## config.mk

```make
export PLATFORM = sky130hd
export DESIGN_NAME = regfile
export DESIGN_NICKNAME = d
export VERILOG_FILES = /design/src/rtl/regfile.sv
export SDC_FILE = /design/constraint.sdc
export NUM_CORES = 2
export LEC_CHECK = 0
export ABC_CLOCK_PERIOD_IN_PS = 8100
export CAP_MARGIN = 10
export CELL_PAD_IN_SITES_DETAIL_PLACEMENT = 2
export CELL_PAD_IN_SITES_GLOBAL_PLACEMENT = 2
export CORE_ASPECT_RATIO = 1.5
export CORE_MARGIN = 2
export CORE_UTILIZATION = 42
export DETAILED_ROUTE_END_ITERATION = 8
export GPL_TIMING_DRIVEN = 0
export PLACE_DENSITY_LB_ADDON = 0.1
export REMOVE_ABC_BUFFERS = 1
export SLEW_MARGIN = 20
export SYNTH_ARGS = -nofsm -noshare
export SYNTH_HDL_FRONTEND = slang
export SYNTH_SLANG_ARGS = --single-unit
```

## constraint.sdc

```tcl
create_clock -name clk -period 8.1 [get_ports clk]
set_clock_uncertainty 0.15 [all_clocks]
set_input_delay 1.215 -clock clk [delete_from_list [all_inputs] [get_ports clk]]
set_output_delay 1.215 -clock clk [all_outputs]
set_load 0.03 [all_outputs]
```

## src/rtl/regfile.sv

```systemverilog
// 32-entry, two-read/one-write register file with a committed-write counter; entry 31 reads as zero.
// Define REGFILE_BYPASS_EN to forward same-cycle write data to the read ports.
module regfile #(
   parameter int unsigned DATA_W = 64,
   parameter int unsigned NREG   = 32
) (
   input  logic              clk,
   input  logic              reset,
   input  logic              wr_en,
   input  logic [4:0]        wr_reg,
   input  logic [DATA_W-1:0] wr_data,
   input  logic [4:0]        rd_reg1,
   input  logic [4:0]        rd_reg2,
   output logic [DATA_W-1:0] rd_data1,
   output logic [DATA_W-1:0] rd_data2,
   output logic [15:0]       wr_count
);

   localparam logic [4:0] ZERO_REG = 5'd31;

   // Entry 31 has no storage; only 0..NREG-2 are real registers.
   logic [DATA_W-1:0] regs_q [NREG-1];
   logic [NREG-2:0]   wr_sel;
   logic              wr_commit;
   logic [15:0]       wr_count_q, wr_count_d;

   always_comb begin
      wr_sel = '0;
      for (int unsigned i = 0; i < NREG-1; i++) begin
         wr_sel[i] = wr_en && (wr_reg == 5'(i));
      end
   end

   assign wr_commit  = |wr_sel;
   assign wr_count_d = wr_count_q + 16'd1;

   always_ff @(posedge clk) begin
      if (reset) begin
         for (int unsigned i = 0; i < NREG-1; i++) begin
            regs_q[i] <= '0;
         end
         wr_count_q <= '0;
      end else begin
         for (int unsigned i = 0; i < NREG-1; i++) begin
            if (wr_sel[i]) regs_q[i] <= wr_data;
         end
         if (wr_commit) wr_count_q <= wr_count_d;
      end
   end

   assign wr_count = wr_count_q;

   always_comb begin
      rd_data1 = '0;
      rd_data2 = '0;
      if (rd_reg1 != ZERO_REG) rd_data1 = regs_q[rd_reg1];
      if (rd_reg2 != ZERO_REG) rd_data2 = regs_q[rd_reg2];
`ifdef REGFILE_BYPASS_EN
      if (wr_en && !reset && (wr_reg == rd_reg1) && (rd_reg1 != ZERO_REG)) rd_data1 = wr_data;
      if (wr_en && !reset && (wr_reg == rd_reg2) && (rd_reg2 != ZERO_REG)) rd_data2 = wr_data;
`endif
   end

endmodule

```

# Word level (Yosys, flattened, before mapping)
# Memory sizes are Yosys's and may differ from the RTL's.
# Index checks and enable logic that the tools add are counted.
[op_classes]
n_mul = 0
n_reduce_logical = 33
div = 0
n_lt_le_gt_ge = 0
n_mux = 128
bitwise_logic = 31
n_addsub = 1
eq_ne = 32
n_shift = 0
[op_table]
columns = ["cell", "n"]
rows = [
  ["64-bit two-way mux", 33],
  ["1-bit two-way mux", 95],
  ["5-bit equality test (second input constant)", 15],
  ["5-bit by 4-bit equality test with 1-bit output (second input constant)", 8],
  ["1-bit logical AND", 31],
  ["1-bit OR", 31],
  ["31-bit OR reduction", 1],
  ["5-bit by 3-bit equality test with 1-bit output (second input constant)", 4],
  ["16-bit by 1-bit adder with 16-bit output (second input constant)", 1],
  ["5-bit by 2-bit equality test with 1-bit output (second input constant)", 2],
  ["5-bit != test (second input constant)", 2],
  ["5-bit by 1-bit equality test with 1-bit output (second input constant)", 1],
  ["5-bit zero test", 1],
]
[totals]
mem_bits_rw = 1984
ff_bits = 16
output_inout_bits = 144
romBits = 0
latchBits = 0
in_bits = 82
n_memories = 1
elab_cells = 227
[memory_table]
columns = ["memory", "words", "width", "read_ports", "rd_ports_with_merged_regs", "wr", "line_no", "rtl"]
rows = [
  ["regs_q", 31, 64, 2, 0, 31, "22", "logic [DATA_W-1:0] regs_q [NREG-1];"],
]

# Logic depth before layout (Yosys ltp)
[logic_depth]
depth_word = 6
depth_mapped = 10
mapped_depth_nobuf = 5

# Worst setup path before layout
# OpenSTA, ideal clock, no wires.
[synth_timing]
path_kind = "input to register"
start = "input wr_en"
end = "memory regs_q[18][0] (enable)"
path_buffers = 1
required_ns = 7.369
setup_time_ns = 0.581
path_slack_ns = 0.988
stages = 3
arrival_time_ns = 6.380
path_cell_list = "clkbuf_1 > nand4b_1 > o31ai_1"
[synth_lines]
columns = ["item", "line_no", "rtl"]
rows = [
  ["from (decl)", "9", "input logic wr_en,"],
  ["to (decl)", "22", ""],
]

# Worst setup path in the final report
[layout_timing]
start = "input rd_reg2[1]"
end = "output rd_data2[42]"
[layout_between]
elab_chain_len = 2
word_cells_on_any_way = 3
classes_between = "1 x eq/ne; 1 x mux; 1 x memory"
[layout_lines]
columns = ["item", "line_no", "rtl"]
rows = [
  ["from (decl)", "13", "input logic [4:0] rd_reg2,"],
  ["memory 31 x 64 bit / 5-bit != test (equally long branches)", "-", ""],
  ["64-bit two-way mux *", "57", "if (rd_reg2 != ZERO_REG) rd_data2 = regs_q[rd_reg2];"],
  ["to (decl)", "15", "output logic [DATA_W-1:0] rd_data2,"],
]
# Mark *: on every way between the ends. The rest lies on a longest branch, timed or not.

==> impl_metrics.json <==
{
  "finalWorstPathRequiredPeriod_ps": 7770,
  "rsz0062_at_grt": "false",
  "worst_ep_required_time_ps": 6730,
  "final_core_util_pct": 49.1,
  "h_tree_levels": 4,
  "synth.ff_latch_count": 2000,
  "total_leakage_power_nw": 38.0,
  "post_synth.cell_area_avg_sq_um": 14.8,
  "synth_top_cell_by_area": "sky130_fd_sc_hd__edfxtp_1",
  "cp_slowest_cell": "sky130_fd_sc_hd__a211oi_1",
  "final_max_slew_viol_count": 0,
  "mappedNetlistArea_sq_mm": 0.0982,
  "timing.critical_path.fanout_max": 48,
  "layout-drive-gt1-share_pct": 21.7,
  "timing.hold.worst.class": "register to register",
  "numClockSinks": 2000,
  "detailed_place.area_sq_mm": 0.108,
  "max_stage_delay_ps": 880,
  "number_of_global_route_vias_before_repair": 72700,
  "fin_worst_hold_slack_ps": 372,
  "synth_cells": 6614,
  "fin_tns_setup_ps": 0,
  "die_w_microns": 399,
  "worst-setup-path-type": "input port to output port",
  "endpoint": "rd_data2[42]",
  "globalRouteOverflowTotal": 0,
  "clk_root_buffer_cell": "sky130_fd_sc_hd__clkbuf_16",
  "net_total_in_the_final_layout": 6781,
  "reg2reg_from": "wr_count[3]",
  "global_route_wire_length_before_repair_mm": 573,
  "core_region_area_sq_mm": 0.233,
  "routedWlPerCell_microns": 41.7,
  "start_kind": "input port",
  "first_pass_iters": 5,
  "die_area_sq_mm": 0.238,
  "p_seq_share_pct": 49.1,
  "clock_share_of_power_pct": 36.1,
  "place_worst_setup_slack_ps": 211,
  "finish.cell_count_without_fillers": 9906,
  "fmaxAchievable_ghz": 0.129,
  "worst_slack_ps": 327,
  "power.total_mw": 25.5,
  "num_rows": 217,
  "gpl.final_weighted_congestion": 0.729,
  "yosys-mux-area-fraction_pct": 22.2,
  "cts-root-to-sink-buffers": 4,
  "synthXorXnorAreaFrac_pct": 0.134,
  "synth_ff_type": "sky130_fd_sc_hd__edfxtp_1",
  "postRouteAntennaNets": 0,
  "number_of_distinct_library_cell_variants_in_the_gate_level_netlist_after_synthesis": 53,
  "power-per-cell-area_mw_per_mm2": 223,
  "ios": 226,
  "vdd_ir_drop_max_mv": 0.163,
  "power_frac_comb_pct": 14.7,
  "drt_iter0_markers": 8130,
  "outcome": "finished clean",
  "async_set_or_reset_register_ratio_after_synthesis_pct": 0,
  "synth-seq-area-share_pct": 61.0,
  "routed_wirelength_mm": 413,
  "layout.cell_area.non_filler_sq_mm": 0.114,
  "synth_top_area_share_pct": 60.7,
  "synth_top_family_by_area": "multiplexers",
  "report.final.hold_viol_count": 0,
  "synth-compound-area-share_pct": 5.69,
  "internal-power_mw": 18.7,
  "synth_simple_gate_area_share_pct": 7.79,
  "routed_via_density": 6.83,
  "chipHeight_microns": 596,
  "area.growth.synth_to_final_pct": 16.4,
  "grt_util_all_layers_pct": 34.6,
  "drc": 0,
  "post-place-cells": 9557,
  "largest_net_degree_at_the_start_of_global_routing": 91,
  "tritoncts": "yes",
  "dp_hpwl_mm": 259,
  "initial_core_util_pct": 42.2,
  "synth-edff-count": 1984,
  "timing.final.setup_violations": 0,
  "timing_worst_slew_pin_value_ps": 1250,
  "synth_adder_area_share_pct": 0.0127,
  "drv.max_cap_violation_count": 0,
  "cp_common_cell": "sky130_fd_sc_hd__buf_16",
  "arrival_ps": 6410,
  "port-buffer-count": 225,
  "post-cts-setup-buffer-count": 0,
  "final_min_period_over_clock_period_pct": 96.0,
  "cts.reportedPaths.clkPinSlew_ps": 60,
  "switching_power_mw": 6.77,
  "critPathLaunch": "rd_reg2[1]",
  "sw_frac_of_total_pct": 26.6,
  "grt_antenna_before_repair": 10,
  "setup.reg_to_reg.worst_slack_ps": 6460,
  "worstPathCellList": "buf_8, buf_16, buf_16, buf_16, clkinv_4, buf_16, nor2_2, a22o_1, a2111oi_0, a211oi_1, clkdlybuf4s50_1",
  "rr_endpoint": "wr_count[13]",
  "netlist_top_cells_area": "sky130_fd_sc_hd__edfxtp_1 (61%), sky130_fd_sc_hd__mux4_2 (19%), sky130_fd_sc_hd__nor2_1 (5.0%)",
  "endpoint_kind_of_the_worst_setup_timing_path": "output port",
  "clock_buffer_count_from_cts": 205,
  "timing.reg2reg.worst_path_depth": 5,
  "route.vias.total": 67700,
  "yosysWarningCount": 0,
  "worst_skew_pair.late_latency_ps": 890,
  "relSlewSlack_pct": 16.7
}
[sequential cells by signal, summed over array words and instances, names as in the netlist]
signal and cells:
regs_q 1984, wr_count 16
[synth_stat cells (65+ instances only)]
library cell and instances:
sky130_fd_sc_hd__edfxtp_1 1984, sky130_fd_sc_hd__nor2_1 1300, sky130_fd_sc_hd__mux4_2 842, sky130_fd_sc_hd__nand2_1 432
sky130_fd_sc_hd__clkbuf_1 341, sky130_fd_sc_hd__mux2i_1 247, sky130_fd_sc_hd__a21oi_1 201, sky130_fd_sc_hd__buf_2 143
sky130_fd_sc_hd__o21ai_0 138, sky130_fd_sc_hd__a211oi_1 121, sky130_fd_sc_hd__nor2b_1 110, sky130_fd_sc_hd__o211ai_1 97
sky130_fd_sc_hd__inv_1 76, sky130_fd_sc_hd__o22ai_1 72, sky130_fd_sc_hd__buf_1 71, sky130_fd_sc_hd__a31oi_1 65
[worst max-delay path: cells and delay by family]
kind / cells / cell delay [ps]
buffers and inverters: 7 / 3040
and+or+nand+nor: 1 / 670
AOI/OAI and AO/OA: 3 / 1220
[per-layer routing]
metal | global-route usage [%] | wire, microns | up-vias
li1 | - | - | 25900
met1 | 44.5 | 154000 | 37000
met2 | 58.5 | 207000 | 3744
met3 | 5.22 | 32500 | 1039
met4 | 13.9 | 19200 | 2
met5 | 0 | 16 | -
[worst min-delay path by stage]
stage	startpoint	to	slack, ps	depth (start not counted)
floorplan	wr_count[1]	wr_count[1]	510	2
global placement	wr_count[15]	wr_count[15]	350	2
detailed placement	wr_count[15]	wr_count[15]	360	2
CTS	wr_count[15]	wr_count[15]	390	2
global route	wr_count[15]	wr_count[15]	420	2
finish	wr_count[15]	wr_count[15]	370	2
[cell families (layout without fill, tap and decap cells)]
group / Yosys count / in the layout
AOI/OAI and AO/OA: 864 / 864
xor gates and xnor gates: 15 / 15
adders and majority gates: 1 / 1
buffers and inverters: 697 / 921
DFF: 2000 / 2000
muxes: 1119 / 1119
other: 0 / 2
and+or+nand+nor: 1918 / 1918
[final cells by class]
cell class	count	area [sq um]
inverters	79	329
repair buffers	495	8480
flip-flops and latches	2000	59900
clock buffers	264	5440
well taps	3066	3840
fillers	21100	118000
multi-input cells	3917	35700
diodes	2	5.00
clock inverters	83	672
[layout by cell type (no fill, tap or decap), types with 11 or more instances in the layout]
master and n:
sky130_fd_sc_hd__mux2_2 30, sky130_fd_sc_hd__buf_16 144, sky130_fd_sc_hd__clkinv_2 26, sky130_fd_sc_hd__edfxtp_1 1984
sky130_fd_sc_hd__clkbuf_16 208, sky130_fd_sc_hd__clkinv_1 39, sky130_fd_sc_hd__a2111oi_1 21, sky130_fd_sc_hd__o21ai_0 130
sky130_fd_sc_hd__a22oi_1 53, sky130_fd_sc_hd__a22o_1 11, sky130_fd_sc_hd__a221oi_1 13, sky130_fd_sc_hd__o211ai_1 97
sky130_fd_sc_hd__mux2i_1 247, sky130_fd_sc_hd__clkdlybuf4s50_1 215, sky130_fd_sc_hd__nor2b_1 105, sky130_fd_sc_hd__buf_8 26
sky130_fd_sc_hd__nand3_1 11, sky130_fd_sc_hd__o221ai_1 18, sky130_fd_sc_hd__dfxtp_1 16, sky130_fd_sc_hd__nor3_1 12
sky130_fd_sc_hd__inv_1 74, sky130_fd_sc_hd__nor2_1 1296, sky130_fd_sc_hd__clkbuf_1 54, sky130_fd_sc_hd__buf_12 84
sky130_fd_sc_hd__buf_6 26, sky130_fd_sc_hd__o22ai_1 72, sky130_fd_sc_hd__a211oi_1 121, sky130_fd_sc_hd__a31oi_1 65
sky130_fd_sc_hd__bufinv_16 11, sky130_fd_sc_hd__nand2_4 38, sky130_fd_sc_hd__a21oi_1 201, sky130_fd_sc_hd__a2111oi_0 21
sky130_fd_sc_hd__nand2_1 394, sky130_fd_sc_hd__mux4_2 842, sky130_fd_sc_hd__xor2_1 13
[power groups by stage]
stage	logic (mW)	registers (mW)	clock network (mW)
6_report	3.75	12.5	9.20
5_1_grt	3.89	12.6	9.60
4_1_cts	3.74	12.5	9.29
3_5_place_dp	3.72	12.7	0
3_3_place_gp	5.36	12.8	0
2_1_floorplan	1.83	12.6	0
[what timing repair did]
item / CTS / global route
hold buffers: 0 / 0
resized for setup: 0 / 1
setup endpoints to repair: 0 / 1
Note: power is estimated with default switching activity, not from simulation.
